===== config.mk =====
export PLATFORM = sky130hd
export DESIGN_NAME = hamming_secded_stream_decoder
export DESIGN_NICKNAME = d
export VERILOG_FILES = /design/src/rtl/hamming_secded_stream_decoder.sv
export SDC_FILE = /design/constraint.sdc
export NUM_CORES = 1
export LEC_CHECK = 0
export BUFFER_PORTS_ARGS = -buffer_cell sky130_fd_sc_hd__buf_2
export CORE_UTILIZATION = 40
export DETAILED_ROUTE_END_ITERATION = 10
export HOLD_SLACK_MARGIN = 0.05
export PLACE_DENSITY = 0.73
export SLEW_MARGIN = 5
export SYNTH_ARGS = -nofsm -noshare
export SYNTH_HDL_FRONTEND = slang
export SYNTH_SLANG_ARGS = --single-unit

===== constraint.sdc =====
create_clock -name clk -period 1.7 [get_ports clk]
set_input_delay 0.255 -clock clk [delete_from_list [all_inputs] [get_ports clk]]
set_output_delay 0.255 -clock clk [all_outputs]
set_load 0.02 [all_outputs]

===== src/rtl/hamming_secded_stream_decoder.sv =====
`default_nettype none
// +--------------------------------------------------------------------------+
// | hamming_secded_stream_decoder                                            |
// | Two-stage SECDED Hamming decoder on a valid/ready stream, with per-word   |
// | status and saturating error counters.                                    |
// | Revision: 1.0                                                            |
// +--------------------------------------------------------------------------+
module hamming_secded_stream_decoder #(
  parameter int DATA_W = 11,
  parameter int R      = 4,
  parameter int CNT_W  = 16
) (
  input  logic                   clk,
  input  logic                   rst_n,
  input  logic                   in_valid,
  output logic                   in_ready,
  input  logic [DATA_W+R:0]      in_code,
  input  logic                   in_correct_en,
  output logic                   out_valid,
  input  logic                   out_ready,
  output logic [DATA_W-1:0]      out_data,
  output logic                   out_err_corr,
  output logic                   out_err_uncorr,
  output logic [R-1:0]           out_syndrome,
  input  logic                   cnt_clr,
  output logic [CNT_W-1:0]       corr_cnt,
  output logic [CNT_W-1:0]       uncorr_cnt
);

  localparam int CW = DATA_W + R + 1;
  localparam int HW = DATA_W + R;

  generate
    if ((2 ** R) < (HW + 1)) begin : g_check_r_small
      $error("hamming_secded_stream_decoder: 2**R must be >= DATA_W+R+1");
    end
    if ((2 ** (R - 1)) > HW) begin : g_check_r_large
      $error("hamming_secded_stream_decoder: R too large for DATA_W");
    end
  endgenerate

  // Position (1..HW) of the idx-th data bit: the idx-th non-power-of-2 position.
  function automatic int data_pos(input int idx);
    int cnt;
    int res;
    cnt = 0;
    res = 1;
    for (int p = 1; p <= HW; p++) begin
      if ((p & (p - 1)) != 0) begin
        if (cnt == idx) res = p;
        cnt = cnt + 1;
      end
    end
    return res;
  endfunction

  logic          adv;
  logic          s1_valid;
  logic [HW-1:0] s1_code;
  logic [R-1:0]  s1_syn;
  logic          s1_par;
  logic          s1_cen;

  logic [R-1:0]      syn_in;
  logic              par_in;
  logic              is_corr;
  logic              is_uncorr;
  logic [HW-1:0]     fixed;
  logic [DATA_W-1:0] fix_data;
  logic              out_hs;

  assign adv      = !out_valid || out_ready;
  assign in_ready = adv;
  assign out_hs   = out_valid && out_ready;

  always_comb begin
    syn_in = '0;
    for (int p = 1; p <= HW; p++) begin
      if (in_code[p-1]) syn_in = syn_in ^ R'(p);
    end
    par_in = ^in_code;
  end

  // Odd overall parity marks a single error; its syndrome names the bit, or 0 for the parity bit.
  always_comb begin
    is_corr   = 1'b0;
    is_uncorr = 1'b0;
    fixed     = s1_code;
    if (s1_par) begin
      if (int'(s1_syn) <= HW) is_corr = 1'b1;
      else                    is_uncorr = 1'b1;
    end else if (s1_syn != '0) begin
      is_uncorr = 1'b1;
    end
    for (int p = 1; p <= HW; p++) begin
      if (is_corr && s1_cen && (int'(s1_syn) == p)) fixed[p-1] = ~fixed[p-1];
    end
    for (int i = 0; i < DATA_W; i++) begin
      fix_data[i] = fixed[data_pos(i)-1];
    end
  end

  always_ff @(posedge clk) begin
    if (!rst_n) begin
      s1_valid       <= 1'b0;
      s1_code        <= '0;
      s1_syn         <= '0;
      s1_par         <= 1'b0;
      s1_cen         <= 1'b0;
      out_valid      <= 1'b0;
      out_data       <= '0;
      out_err_corr   <= 1'b0;
      out_err_uncorr <= 1'b0;
      out_syndrome   <= '0;
    end else if (adv) begin
      s1_valid  <= in_valid;
      if (in_valid) begin
        s1_code <= in_code[HW-1:0];
        s1_syn  <= syn_in;
        s1_par  <= par_in;
        s1_cen  <= in_correct_en;
      end
      out_valid <= s1_valid;
      if (s1_valid) begin
        out_data       <= fix_data;
        out_err_corr   <= is_corr;
        out_err_uncorr <= is_uncorr;
        out_syndrome   <= s1_syn;
      end
    end
  end

  always_ff @(posedge clk) begin
    if (!rst_n || cnt_clr) begin
      corr_cnt   <= '0;
      uncorr_cnt <= '0;
    end else if (out_hs) begin
      if (out_err_corr && (corr_cnt != '1))     corr_cnt   <= corr_cnt + CNT_W'(1);
      if (out_err_uncorr && (uncorr_cnt != '1)) uncorr_cnt <= uncorr_cnt + CNT_W'(1);
    end
  end

endmodule
`default_nettype wire


# Word-level counts from Yosys, hierarchy flattened
# Index checks and enable logic that the tools add are counted.
# totals
mem_count,0
latch_bits,0
elab_cells,106
mem_bits_ro,0
out_inout_bits,51
ramBits,0
register_bits,72
input_bits,22
# classes
n_div,0
multipliers,0
n_lt_le_gt_ge,0
add_sub_neg,2
n_shift,0
n_reduce_logical,25
muxes,29
bitwise_logic,25
n_eq_ne,13
# op_table
cell,n
$add A16 B1 Y16 const B,2
$mux W4,8
$ne A16 B16 Y1 const B,2
$eq A4 B4 Y1 const B,6
$reduce_xor A16 Y1,1
$logic_and A1 B1 Y1,15
$mux W1,15
$eq A4 B3 Y1 const B,3
$mux W3,4
$not A2 Y2,6
$not A3 Y3,4
$not A1 Y1,11
$reduce_and A2 Y1,4
$eq A4 B1 Y1 const B,1
$eq A4 B2 Y1 const B,1
$mux W2,2
$not A4 Y4,1
$reduce_bool A4 Y1,1
$not A1 Y1 const A,3
$logic_not A1 Y1,2
$logic_or A1 B1 Y1,2

# Longest topological paths before layout
# logic_depth
word_depth,26
ltp_mapped,7

# Least setup slack after synthesis
# OpenSTA, ideal clock, no wires.
# synth_timing
kind,register to register
start,register uncorr_cnt[0]
end,register uncorr_cnt[12]
required_ps,1572
slack_ps,-159
path_stages_with_launch,8
synth_period_minus_slack_ps,1859
setup_time_ps,128
arrival_ps,1731
cell_sequence,dfxtp_1 ha_1 inv_1 or3_1 buf_2 nor4b_2 xnor2_1 nor2_1
# synth_via
elab_chain_cells,3
word_cells_on_any_way,4
# synth_rtl
element,line_no,rtl
"start, declared",27,output logic [CNT_W-1:0] uncorr_cnt
"start signal, assigned",139,if (out_err_uncorr && (uncorr_cnt != '1)) uncorr_cnt <= uncorr_cnt + CNT_W'(1);
branches (longest 3 deep; another with $add A16 B1 Y16),-,
# Parallel ways; which one is timed is not known.
# A chain may end at the register's enable or synchronous reset.

# Worst setup path after layout
# layout_timing
start,register out_valid
end,register uncorr_cnt[11]
# layout_via
elab_chain_cells,2
# layout_rtl
element,line_no,rtl
"start, declared",19,"output logic out_valid,"
"start signal, assigned",123,out_valid <= s1_valid;
$logic_and A1 B1 Y1,74,assign out_hs = out_valid && out_ready;
$reduce_and A2 Y1 (no source line),-,
# Every way passes these cells.

==> impl_summary.txt <==
----------------------------------------------------
[Drt]
  Vias per std cell ... 5.03
  First-pass iteration count of the detailed router ... 4
  Via count ... slightly below 3000
  Total wirelength of the detailed-routed design ... approximately 7400 um
  Routed length per instance ... ~12 um
  Post-detailed-route DRC marker count ... 0
  Detailed router's first-iteration violation count ... 56
  Count of nets left with antenna violations after detail routing ... 0

[Clocking]
  Clock buffer count from CTS ... 9
  Deepest clock path buffer count ... 2
  Library cell used as clock root buffer ... clkbuf_8
  TritonCTS clock tree ... done
  Count of clock tree sinks ... 68
  Hold buffers post-CTS ... 0
  Clock slew seen by the registers of the worst setup and hold paths ... 0.08 ns
  Clock latency of the later-clocked register in the worst-skew pair ... 0.35 ns
  Number of H-tree levels ... 3

[Layout]
  Final-layout fill cell count ... 761
  Diode insertion count for antenna repair ... 0
  Fraction of final layout cells with drive strength greater than 1 ... 0.277
  Area Growth Syn to Fin ... 28.4%
  Util after Layout ... 0.536
  Final net count ... between 500 and 600
  Final instance count without filler cells ... 590
  Design area ... 0.00416 mm^2

[Placed design]
  Detail Placement HPWL ... 5650 um
  Cell count after placement ... about 570
  Setup WS pre-CTS ... 0.0500 ns
  Number of buffers added on ports ... 72
  Standard cell area after detailed placement ... 0.00393 mm^2
  Placer Congestion ... 0.823

[Setup path]
  Required time reported for the critical path endpoint ... 1.94 ns
  CP cell instances ... nand3_4 > or3_4 > nor3_1 > xnor2_1 > nor2_1
  Critical Path Fanout Max ... 8
  Launching element type of the critical path ... register
  WS Path Type ... register to register
  Setup slack of the worst register-to-register path ... 0.07 ns
  R2R depth ... 5
  Endpoint of the worst-slack reg-to-reg timing path ... uncorr_cnt[11]
  Cell at the slowest stage of the critical path ... or3_4
  Critical Path End Type ... register
  Data arrival, critical path ... ~1.9 ns
  Worst stage delay on the critical path ... around 0.45 ns
  Launching point of the worst reg2reg path ... out_valid

[Pwr]
  Post-layout power ... 3.51 mW
  Power density cells ... 843 mW/mm^2
  Cell leakage power ... 1.54 nW
  Maximum vdd ir drop ... 0.000461 V

[Timing]
  Minimum clock period ... 1.63 ns
  Final number of setup-violating endpoints ... 0
  Headroom to the max-slew limit ... 0.700
  Maximum clock rate ... 0.612 GHz
  Final worst path period share ... 0.961
  Final worst slack ... approximately 0.067 ns
  RSZ-0062 raised after global routing ... true
  Hold Fails Final Rpt ... 0
  Slew at the pin closest to its max-slew limit ... 0.446 ns
  Max-slew violations ... 0
  Setup Skew ... 0.00863 ns

[Die]
  Die area ... 0.00847 mm^2
  Die boundary height ... slightly above 90 um
  Number of top-level design ports ... 73
  Effective utilization at floorplan ... 0.417
  Row cnt ... 32
  Standard cell core area ... 0.00777 mm^2
  Die outline width ... 92.0 um

[Flow run]
  Max Cap Violations ... 0

[Logic synthesis]
  Flip-flop and latch count after synthesis ... between 60 and 70
  Sequential fraction of the synthesis area ... 0.420
  Area of the mapped netlist ... ~0.0032 mm^2
  Async S/R FF share, synth ... 0
  Per-instance average area after synthesis ... 8.46 um^2
  Yosys warning count ... 0
  Number of different library cells in the post-synthesis netlist ... 36
  Number of synthesized flops with an enable pin ... 0
  Synth Instances ... 383
  Post-Syn Nets ... 407
  Most frequently used flop master after synthesis ... dfxtp_1

[Min path]
  Worst hold path type ... input pin to register
  Hold endpoint ... s1_cen
  Hold path cells ... 3
  Worst Hold Launch ... in_correct_en

[Global route]
  Antenna violations before repair ... 0
  Largest net degree at the start of global routing ... 36
  Via count of the first global-routing pass ... 2740
  Global-route wire length before repair ... 12100 um
  Total overflow reported by the global router ... 0
  Tot GR Track Use ... 0.179

[Outcome]
  Outcome ... finished clean

----------------------------------------------------
what timing repair did:
item / CTS / global route
buffers inserted: 0 / 3
resized for setup: 0 / 3
hold endpoints to repair: 0 / 0
endpoints found under the setup margin: 0 / 13
cells in the final DEF, fill, tap and decap left out, drive strengths merged, types with 4 or more instances in the layout:
cell	n
a211oi	19
a21oi	23
buf	102
clkbuf	9
clkinv	4
dfxtp	68
inv	8
nand2	50
nand3	12
nand4	9
nor2	61
nor3	17
nor4	11
nor4b	5
o21ai	5
or3	4
xnor2	58
worst max-delay path by stage:
| stage | startpoint | end | slack [ns] |
|---|---|---|---|
| floorplan | uncorr_cnt[2] | uncorr_cnt[12] | 0.01 |
| global placement | uncorr_cnt[0] | uncorr_cnt[14] | 0.11 |
| detailed placement | out_valid | uncorr_cnt[15] | 0.05 |
| CTS | out_valid | uncorr_cnt[15] | 0.04 |
| global route | out_valid | corr_cnt[15] | -0.08 |
| finish | out_valid | uncorr_cnt[11] | 0.07 |
per-stage QoR:
step	hold slack, ns	setup TNS (ns)
4_1_cts	0.139	0
5_1_grt	0.164	-0.391
3_5_place_dp	0.454	0
2_1_floorplan	0.391	0
3_3_place_gp	0.448	0
6_report	0.158	0
cell type report:
type | instances | area (um^2) | area share
multi-input cells | 295 | 1820 | 0.437
flip-flops and latches | 68 | 1370 | 0.328
repair buffers | 102 | 623 | 0.150
well taps | 102 | 128 | 0.0307
clock buffers | 9 | 124 | 0.0298
clock inverters | 7 | 75.1 | 0.0180
inverters | 7 | 26.3 | 0.00632
logic make-up after synthesis:
logic type      after synthesis  share of synthesized area
compound gates               47                     0.0873
xor+xnor                     62                      0.172
fa+ha+maj                     2                    0.00772
buf+inv                      20                     0.0266
flops                        68                      0.420
mux                           1                    0.00309
simple gates                183                      0.283
metal layers:
metal	share of wire	routed length [um]	global-route usage	vias to the layer above
met5	0	0	0	-
met2	0.47	3480	0.303	74
met3	0.047	350	0.0365	9
li1	-	-	-	1514
met1	0.47	3430	0.220	1368
met4	0.014	104	0.0729	0
synthesized netlist by cell type, types with 2 or more instances:
library cell,count,area share
a211oi_1,19,0.044
a21oi_1,23,0.036
and2_1,2,0.0039
buf_2,3,0.0046
buf_4,2,0.0046
clkbuf_1,8,0.0093
dfxtp_1,68,0.42
ha_1,2,0.0077
inv_1,6,0.0069
nand2_1,50,0.058
nand2b_1,3,0.0058
nand3_1,11,0.017
nand4_1,8,0.015
nand4b_1,2,0.0054
nor2_1,61,0.071
nor3_1,17,0.026
nor3b_1,2,0.0046
nor4_1,6,0.012
nor4_2,5,0.019
nor4b_1,4,0.011
o21ai_0,5,0.0077
or3_1,3,0.0058
xnor2_1,58,0.16
xor2_1,3,0.0081
power by group:
group,internal [mW],leakage [nW],switching [mW]
Sequential,1.65,0.555,0.0664
Clock,0.685,0.100,0.664
Combinational,0.200,0.882,0.237
registers in the layout, summed over array words and instances (netlist names):
| register | flops |
|---|---|
| corr_cnt | 16 |
| s1_code | 11 |
| s1_valid | 1 |
| s1_cen | 1 |
| out_err_corr | 1 |
| out_syndrome | 4 |
| s1_syn | 4 |
| uncorr_cnt | 16 |
| s1_par | 1 |
| out_valid | 1 |
| out_err_uncorr | 1 |
| out_data | 11 |
worst max-delay path, delay by kind of cell, from the launching register on:
kind	cells	cell delay, ns
and+or+nand+nor	4	0.94
DFF	1	0.41
xor gates and xnor gates	1	0.17
(Power assumes the default switching activity.)
